[config.mk]
export PLATFORM = sky130hd
export DESIGN_NAME = key_entry_flat
export DESIGN_NICKNAME = d
export VERILOG_FILES = /design/src/rtl/key_pkg.sv /design/src/rtl/key_entry_if.sv /design/src/rtl/key_release_det.sv /design/src/rtl/key_entry.sv /design/src/flat_wrapper.sv
export SDC_FILE = /design/constraint.sdc
export NUM_CORES = 1
export LEC_CHECK = 0
export CORE_MARGIN = 3
export CORE_UTILIZATION = 46
export CTS_CLUSTER_SIZE = 16
export DETAILED_ROUTE_END_ITERATION = 10
export GPL_TIMING_DRIVEN = 1
export MAX_ROUTING_LAYER = met4
export PLACE_DENSITY = 0.75
export SYNTH_ARGS = -nofsm -noshare
export SYNTH_HDL_FRONTEND = slang
export SYNTH_SLANG_ARGS = --single-unit
export TNS_END_PERCENT = 5
[constraint.sdc]
create_clock -name clk -period 1.8 [get_ports clk]
set_clock_uncertainty 0.05 [all_clocks]
set_input_delay 0.27 -clock clk [delete_from_list [all_inputs] [get_ports clk]]
set_output_delay 0.27 -clock clk [all_outputs]
set_load 0.01 [all_outputs]
[src/rtl/key_pkg.sv]
// Shared definitions for the keypad entry path: special key codes, digit test
// and the press/release FSM state type.
package key_pkg;

    localparam logic [3:0] KEY_CLEAR = 4'hE;
    localparam logic [3:0] KEY_ENTER = 4'hF;

    typedef enum logic {
        IDLE = 1'b0,
        HELD = 1'b1
    } entry_state_t;

    function automatic logic is_digit(input logic [3:0] code);
        return code <= 4'd9;
    endfunction

endpackage

[src/rtl/key_entry_if.sv]
// Keypad-to-datapath bundle: per-scan key stream in, committed operand out
// with a valid/ready handshake, plus entry status.
interface key_entry_if #(
    parameter int DIGITS = 3
);
    localparam int BIN_W = $clog2(10**DIGITS);
    localparam int CNT_W = $clog2(DIGITS+1);

    logic                  key_valid;
    logic [3:0]            key_code;
    logic                  num_valid;
    logic                  num_ready;
    logic [4*DIGITS-1:0]   num_bcd;
    logic [BIN_W-1:0]      num_bin;
    logic [CNT_W-1:0]      digit_count;
    logic                  overflow;

    // Driven by the keypad reader / downstream consumer.
    modport master (
        output key_valid, key_code, num_ready,
        input  num_valid, num_bcd, num_bin, digit_count, overflow
    );

    // The entry block itself.
    modport slave (
        input  key_valid, key_code, num_ready,
        output num_valid, num_bcd, num_bin, digit_count, overflow
    );
endinterface

[src/rtl/key_release_det.sv]
// Turns the repeating per-scan key stream into one press pulse per physical
// press; a release needs RELEASE_CYCLES quiet cycles (>= 8, two full scans).
module key_release_det
    import key_pkg::*;
#(
    parameter int RELEASE_CYCLES = 16
) (
    input  logic       clk,
    input  logic       rst,
    input  logic       key_valid,
    input  logic [3:0] key_code,
    output logic       press,
    output logic [3:0] code
);
    localparam int RC_W = (RELEASE_CYCLES > 2) ? $clog2(RELEASE_CYCLES) : 1;

    entry_state_t    state_q, state_d;
    logic [RC_W-1:0] rel_cnt_q, rel_cnt_d;
    logic [3:0]      code_q, code_d;

    always_ff @(posedge clk or posedge rst) begin
        if (rst) begin
            state_q   <= IDLE;
            rel_cnt_q <= '0;
            code_q    <= '0;
        end else begin
            // NOTE: every flop updates with <= so all state moves on the same edge.
            state_q   <= state_d;
            rel_cnt_q <= rel_cnt_d;
            code_q    <= code_d;
        end
    end

    always_comb begin
        // NOTE: defaults first so no branch can leave a latch behind.
        state_d   = state_q;
        rel_cnt_d = rel_cnt_q;
        code_d    = code_q;
        press     = 1'b0;
        unique case (state_q)
            IDLE: begin
                if (key_valid) begin
                    press     = 1'b1;
                    code_d    = key_code;
                    state_d   = HELD;
                    rel_cnt_d = '0;
                end
            end
            HELD: begin
                // Repeats of the same key or a second key are swallowed here.
                if (key_valid) begin
                    rel_cnt_d = '0;
                end else if (rel_cnt_q == RC_W'(RELEASE_CYCLES-1)) begin
                    state_d   = IDLE;
                    rel_cnt_d = '0;
                end else begin
                    rel_cnt_d = rel_cnt_q + 1'b1;
                end
            end
            default: state_d = IDLE;
        endcase
    end

    // The action must execute on the latching edge, so forward the live code.
    assign code = press ? key_code : code_q;

endmodule

[src/rtl/key_entry.sv]
// Keypad operand entry: BCD digit buffer, commit to a handshaked output register.
// Define KEY_ENTRY_BIN_EN to add a parallel binary accumulator driving num_bin.
module key_entry
    import key_pkg::*;
#(
    parameter int DIGITS         = 3,
    parameter int RELEASE_CYCLES = 16
) (
    input  logic        clk,
    input  logic        rst,
    key_entry_if.slave  bus
);
    localparam int BCD_W = 4*DIGITS;
    localparam int BIN_W = $clog2(10**DIGITS);
    localparam int CNT_W = $clog2(DIGITS+1);

    logic       press;
    logic [3:0] code;

    key_release_det #(
        .RELEASE_CYCLES(RELEASE_CYCLES)
    ) u_release_det (
        .clk       (clk),
        .rst       (rst),
        .key_valid (bus.key_valid),
        .key_code  (bus.key_code),
        .press     (press),
        .code      (code)
    );

    logic [BCD_W-1:0] buf_q, buf_d;
    logic [CNT_W-1:0] cnt_q, cnt_d;
    logic             ovf_q, ovf_d;
    logic             valid_q, valid_d;
    logic [BCD_W-1:0] bcd_q, bcd_d;
    logic             out_free;

    assign out_free = !valid_q || bus.num_ready;

`ifdef KEY_ENTRY_BIN_EN
    logic [BIN_W-1:0] acc_q, acc_d;
    logic [BIN_W-1:0] bin_q, bin_d;
`endif

    always_ff @(posedge clk or posedge rst) begin
        if (rst) begin
            // NOTE: the buffer is ordinary flops, not a memory, so it resets with the rest.
            buf_q   <= '0;
            cnt_q   <= '0;
            ovf_q   <= 1'b0;
            valid_q <= 1'b0;
            bcd_q   <= '0;
`ifdef KEY_ENTRY_BIN_EN
            acc_q   <= '0;
            bin_q   <= '0;
`endif
        end else begin
            buf_q   <= buf_d;
            cnt_q   <= cnt_d;
            ovf_q   <= ovf_d;
            valid_q <= valid_d;
            bcd_q   <= bcd_d;
`ifdef KEY_ENTRY_BIN_EN
            acc_q   <= acc_d;
            bin_q   <= bin_d;
`endif
        end
    end

    always_comb begin
        buf_d   = buf_q;
        cnt_d   = cnt_q;
        ovf_d   = ovf_q;
        bcd_d   = bcd_q;
        valid_d = valid_q && !bus.num_ready;
`ifdef KEY_ENTRY_BIN_EN
        acc_d   = acc_q;
        bin_d   = bin_q;
`endif
        if (press) begin
            if (is_digit(code)) begin
                if (cnt_q < CNT_W'(DIGITS)) begin
                    buf_d      = buf_q << 4;
                    buf_d[3:0] = code;
                    cnt_d      = cnt_q + 1'b1;
`ifdef KEY_ENTRY_BIN_EN
                    acc_d      = acc_q * BIN_W'(10) + BIN_W'(code);
`endif
                end else begin
                    ovf_d = 1'b1;
                end
            end else if (code == KEY_CLEAR) begin
                buf_d = '0;
                cnt_d = '0;
                ovf_d = 1'b0;
`ifdef KEY_ENTRY_BIN_EN
                acc_d = '0;
`endif
            end else if (code == KEY_ENTER && cnt_q != '0 && out_free) begin
                // Shift-left entry keeps the operand right-aligned already.
                bcd_d   = buf_q;
                valid_d = 1'b1;
                buf_d   = '0;
                cnt_d   = '0;
                ovf_d   = 1'b0;
`ifdef KEY_ENTRY_BIN_EN
                bin_d   = acc_q;
                acc_d   = '0;
`endif
            end
        end
    end

    assign bus.num_valid   = valid_q;
    assign bus.num_bcd     = bcd_q;
    assign bus.digit_count = cnt_q;
    assign bus.overflow    = ovf_q;
`ifdef KEY_ENTRY_BIN_EN
    assign bus.num_bin     = bin_q;
`else
    assign bus.num_bin     = '0;
`endif

endmodule

[src/flat_wrapper.sv]
// flat-port wrapper written by rule: the top's interface ports become plain ports
module key_entry_flat import key_pkg::*;
#(
    parameter int DIGITS         = 3,
    parameter int RELEASE_CYCLES = 16
)
  (clk, rst, bus_key_valid, bus_key_code, bus_num_ready, bus_num_valid, bus_num_bcd, bus_num_bin, bus_digit_count, bus_overflow);
  key_entry_if #(.DIGITS(DIGITS)) bus_i ();
  input  logic clk;
  input  logic rst;
  input wire logic [$bits(bus_i.key_valid)-1:0] bus_key_valid;
  input wire logic [$bits(bus_i.key_code)-1:0] bus_key_code;
  input wire logic [$bits(bus_i.num_ready)-1:0] bus_num_ready;
  output wire logic [$bits(bus_i.num_valid)-1:0] bus_num_valid;
  output wire logic [$bits(bus_i.num_bcd)-1:0] bus_num_bcd;
  output wire logic [$bits(bus_i.num_bin)-1:0] bus_num_bin;
  output wire logic [$bits(bus_i.digit_count)-1:0] bus_digit_count;
  output wire logic [$bits(bus_i.overflow)-1:0] bus_overflow;
  assign bus_i.key_valid = bus_key_valid;
  assign bus_i.key_code = bus_key_code;
  assign bus_i.num_ready = bus_num_ready;
  assign bus_num_valid = bus_i.num_valid;
  assign bus_num_bcd = bus_i.num_bcd;
  assign bus_num_bin = bus_i.num_bin;
  assign bus_digit_count = bus_i.digit_count;
  assign bus_overflow = bus_i.overflow;
  key_entry #(.DIGITS(DIGITS), .RELEASE_CYCLES(RELEASE_CYCLES)) u_core (.clk(clk), .rst(rst), .bus(bus_i));
endmodule
---- Word-level counts from Yosys, hierarchy flattened ----
Index checks and enable logic that the tools add are counted.
cells by class
  $add $sub $neg .......................... 2
  magnitude comparators ................... 2
  equal/unequal tests ..................... 6
  mux-type cells .......................... 26
  bitwise gates (word level) .............. 3
  reductions and logical operators ........ 12
operator list
  operator                                                       count
  12-bit 2-to-1 mux                                              4
  4-bit 2-to-1 mux                                               4
  4-bit == test, second input constant                           3
  1-bit 2-to-1 mux                                               12
  2-bit 2-to-1 mux                                               4
  4-bit case mux with 2 select lines                             1
  2-bit inequality test, second input constant                   3
  3-bit AND reduction                                            2
  4-bit by 1-bit adder with 4-bit output, second input constant  1
  4-bit <= comparator, second input constant                     1
  4-bit AND reduction                                            1
  1-bit logical AND                                              3
  1-bit NOT                                                      3
  3-bit nonzero test                                             1
  2-bit by 1-bit adder with 2-bit output, second input constant  1
  1-bit zero test                                                2
  2-bit < comparator, second input constant                      1
  1-bit case mux with 2 select lines                             1
  2-bit AND reduction                                            1
  2-bit nonzero test                                             1
  1-bit logical OR                                               1
storage, ports and cells
  register bits ........................... 37

---- Logic depth before layout (Yosys ltp) ----
  depth in word-level cells ............... 10
  gate-level depth with buffers ........... 7

---- Modules after synthesis ----
From an unflattened synthesis, not the netlist that was laid out.
second synthesis, totals
  cell total of the unflattened synthesis .. 165
  area, all modules ....................... 1806.7 µm²
modules (own cells, without submodules)
  module           instances  cells each  area each (µm²)
  key_entry        1          132         1420.1
  key_release_det  1          33          386.6

---- Worst setup path before layout ----
No wires, ideal clock.
  kind .................................... reg-to-reg
  from .................................... register u_core.cnt_q[0], in the netlist u_core.bus.digit_count[0]
  to ...................................... register u_core.bcd_q[0], in the netlist u_core.bus.num_bcd[0]
  setup time .............................. 0.125 ns
  arrival ................................. 1.773 ns
  path slack .............................. -0.148 ns
  cell stages (with the launch flop) ...... 8
  clock period less this slack ............ 1.948 ns
  cell sequence ........................... dfrtp_1 > inv_1 > ha_1 > nand3b_1 > or3_4 > nor2_4 > buf_12 > mux2_4
between the ends
  cells in the longest elaborated chain, start to end .. 4
ends and longest elaborated chain
  element                         line             source
  from (decl)                     key_entry.sv:32  logic [CNT_W-1:0] cnt_q, cnt_d;
  from (signal assigned)          key_entry.sv:59  cnt_q <= cnt_d;
  2-bit nonzero test              key_entry.sv:99  end else if (code == KEY_ENTER && cnt_q != '0 && out_free) begin
  1-bit logical AND (2 in a row)  key_entry.sv:99
  4-bit AND reduction (no line)   --
  to (signal assigned)            key_entry.sv:52  bcd_q <= '0;
  to (signal assigned)            key_entry.sv:62  bcd_q <= bcd_d;
  to (decl)                       key_entry.sv:35  logic [BCD_W-1:0] bcd_q, bcd_d;
Every way passes these cells.
A chain may end at the register's enable or synchronous reset.

---- Worst setup path after layout ----
  from .................................... register u_core.cnt_q[0], in the netlist u_core.bus.digit_count[0]
  to ...................................... register u_core.bcd_q[3], in the netlist u_core.bus.num_bcd[3]
The elaborated chain is that of the path after synthesis.

==> results.json <==
{
  "violations": "setup timing",
  "fin_ws_ns": -0.07479,
  "mostFrequentLayoutCell": "dfrtp_1",
  "coreArea_sq_mm": 0.003716,
  "cts_buffers": 5,
  "place_congestion": 0.8053,
  "rrSetupSlack_ns": -0.07,
  "cp_top_family": "simple AND/OR/NAND/NOR gates",
  "drv_slew": 0,
  "cpPeakStageDelay_ns": 0.36,
  "post_synth.cell_area_avg_sq_um": 10.58,
  "cts.sinks": 36,
  "antenna_found_initial": 0,
  "drtPass1Iterations": 4,
  "wl_mm": 3.666,
  "syn_inst": 170,
  "clk_pin_slew_ns": 0.07,
  "arrival_ns": 2.00,
  "yosysWarnings": 0,
  "grt_overflow": 0,
  "critPathRequiredTime_ns": 1.92,
  "root_buffer": "clkbuf_8",
  "die_w_microns": 68.54,
  "outcome": "finished with violations",
  "synth_edf_count": 0,
  "drive_above_1_share_pct": 24.17,
  "htreeDepth": 2,
  "yosysSeqAreaShare_pct": 50.07,
  "fin_crit_ns": 1.875,
  "vias_per_cell": 5.154,
  "io_buffer_count": 23,
  "io-pin-count": 34,
  "maxCapViolCount": 0,
  "dpl.hpwl_mm": 2.633,
  "worstSkewPairLatency_ns": 0.28,
  "synth_seq_cells": 36,
  "rsz0062_at_grt": "true",
  "cts_tree": "yes",
  "path_cells": "inv_2, ha_4, nand3b_1, or3_4, nor2_4, buf_12, mux2_4",
  "start_kind": "register",
  "setup_viol": 12,
  "cp-end-kind": "register",
  "die_y_microns": 68.54,
  "diodes": 0,
  "p_per_area_mw_per_mm2": 652.7,
  "crit_type": "reg -> reg",
  "worst_path_max_delay_cell": "dfrtp_1",
  "leakagePower_nw": 1.054,
  "synth_top_area_cell": "dfrtp_1",
  "layout_common_cells": "dfrtp_1 (36), nand2_1 (32), clkdlybuf4s50_1 (23)",
  "die_area_sq_mm": 0.004698,
  "yosys-top-cells-area": "dfrtp_1 (50%), mux2_4 (8.3%), nand2_1 (6.7%)",
  "drt_iter0_markers": 77,
  "hold_viol_final": 0,
  "place_area_sq_mm": 0.002147,
  "drc_errors": 0,
  "grt_use_total_pct": 17.72,
  "nets": 222,
  "max-vdd-ir-drop_mv": 0.3097,
  "wire_per_inst_microns": 14.15,
  "max_freq_mhz": 533.4,
  "hp-class": "in -> async",
  "ant_nets": 0,
  "grt_max_degree": 37,
  "critical_path_buf_inv_count": 2,
  "synth_top_area_share_pct": 50.07,
  "postLayoutCellArea_sq_mm": 0.002261,
  "max-clock-path-buffers": 2,
  "netlist_area_sq_mm": 0.001799,
  "area_growth_pct": 25.66,
  "yosys.cell_types.count": 32,
  "via_count": 1335,
  "timing.final.crit_share_pct": 104.2,
  "async_flop_share_pct": 100.0,
  "cp_max_fo": 10,
  "grt_pass1_wl_mm": 5.920,
  "start_util_pct": 48.42,
  "total_power_mw": 1.476,
  "synth_flop_cell": "dfrtp_1",
  "std_cell_rows": 22,
  "grt_pass1_vias": 1301
}
[cells by family (layout without fill, tap and decap cells)]
family / count (synthesis) / after routing / synth area share (%)
other: 1 / 10 / 0.2084
DFF: 36 / 36 / 50.07
xor gates and xnor gates: 1 / 1 / 0.4869
buffers and inverters: 24 / 56 / 8.484
and+or+nand+nor: 52 / 52 / 13.08
muxes: 18 / 18 / 13.21
adders and majority gates: 3 / 3 / 2.086
AOI/OAI and AO/OA: 35 / 35 / 12.38
[routing by layer]
metal  part of all wire [%]  vias up  GRT usage (%)
met1                     44      641          23.28
met5                      0        -              -
met4                    1.2        0          6.452
met3                    5.7        5          4.376
met2                     49       42          26.58
li1                       -      647              -
[power breakdown]
part / internal [mW] / total, mW / switching (mW)
logic: 0.0485 / 0.112 / 0.0632
clock network: 0.263 / 0.536 / 0.273
registers: 0.819 / 0.828 / 0.00848
total: 1.13 / 1.48 / 0.345
[final timing paths]
| kind | startpoint | cells after the start | end |
|---|---|---|---|
| setup / recovery | u_core.bus.digit_count[0] | 7 | u_core.bus.num_bcd[3] |
| hold / removal | rst | 3 | u_core.u_release_det.rel_cnt_q[3] |
| setup reg to reg | u_core.bus.digit_count[0] | 7 | u_core.bus.num_bcd[3] |
| hold reg to reg | u_core.bus.num_bcd[8] | 1 | u_core.bus.num_bcd[8] |
| max in group asynchronous | rst | 3 | u_core.u_release_det.code_q[2] |
| min in group clk | u_core.bus.num_bcd[8] | 1 | u_core.bus.num_bcd[8] |
[through the flow]
step                worst slack (ns)  instances  TNS (ns)  util [%]  hold slack [ns]
global placement             -0.2435        250    -5.572     57.78           0.4393
floorplan                    -0.1009        179    -1.009         -           0.2831
detailed placement           -0.2855        250    -6.030     57.78           0.4481
finish                      -0.07479        259   -0.7551     60.84           0.3428
CTS                         -0.06504        259   -0.6240     60.54           0.3615
global route                 -0.1534        259    -1.798     60.84           0.3969
[state kept, by name, summed over array words and instances, names as in the netlist]
signal	cells
u_core.buf_q	12
u_core.bus.num_bcd	12
u_core.u_release_det.rel_cnt_q	4
u_core.u_release_det.code_q	3
u_core.bus.digit_count	2
u_core.bus.num_valid	1
u_core.bus.overflow	1
u_core.u_release_det.state_q	1
[worst min-delay path, delay by kind of cell]
family / cells / cell delay [ns]
buf+inv: 3 / 0.84
[what timing repair did]
| action | 4_1_cts | 5_1_grt |
|---|---|---|
| setup buffers | 2 | 0 |
| hold buffers | 0 | 0 |
| setup endpoints to repair | 10 | 24 |
| pin swaps | 1 | 0 |
| resized for setup | 2 | 3 |
[Yosys cell counts (2+ instances only)]
cell       n
a21oi_1    2
buf_4     10
clkbuf_1   6
dfrtp_1   36
ha_1       3
inv_1      5
mux2_2     6
mux2_4    10
mux2i_1    2
nand2_1   32
nand2b_1   2
nand3_1    2
nor2_1     7
nor3_1     2
o211ai_1  12
o21ai_0   16
o311ai_0   2
[cell type report]
cell class                 instances  area [sq um]
tap                               48         60.06
sequential                        36         900.9
clock inverter                     1         5.005
multi-input combinational        119         795.8
fill                             301          1455
timing repair buffer              44         407.9
inverter                           5         18.77
clock buffer                       6         72.57
No activity file was read; power rests on OpenSTA's default activity.
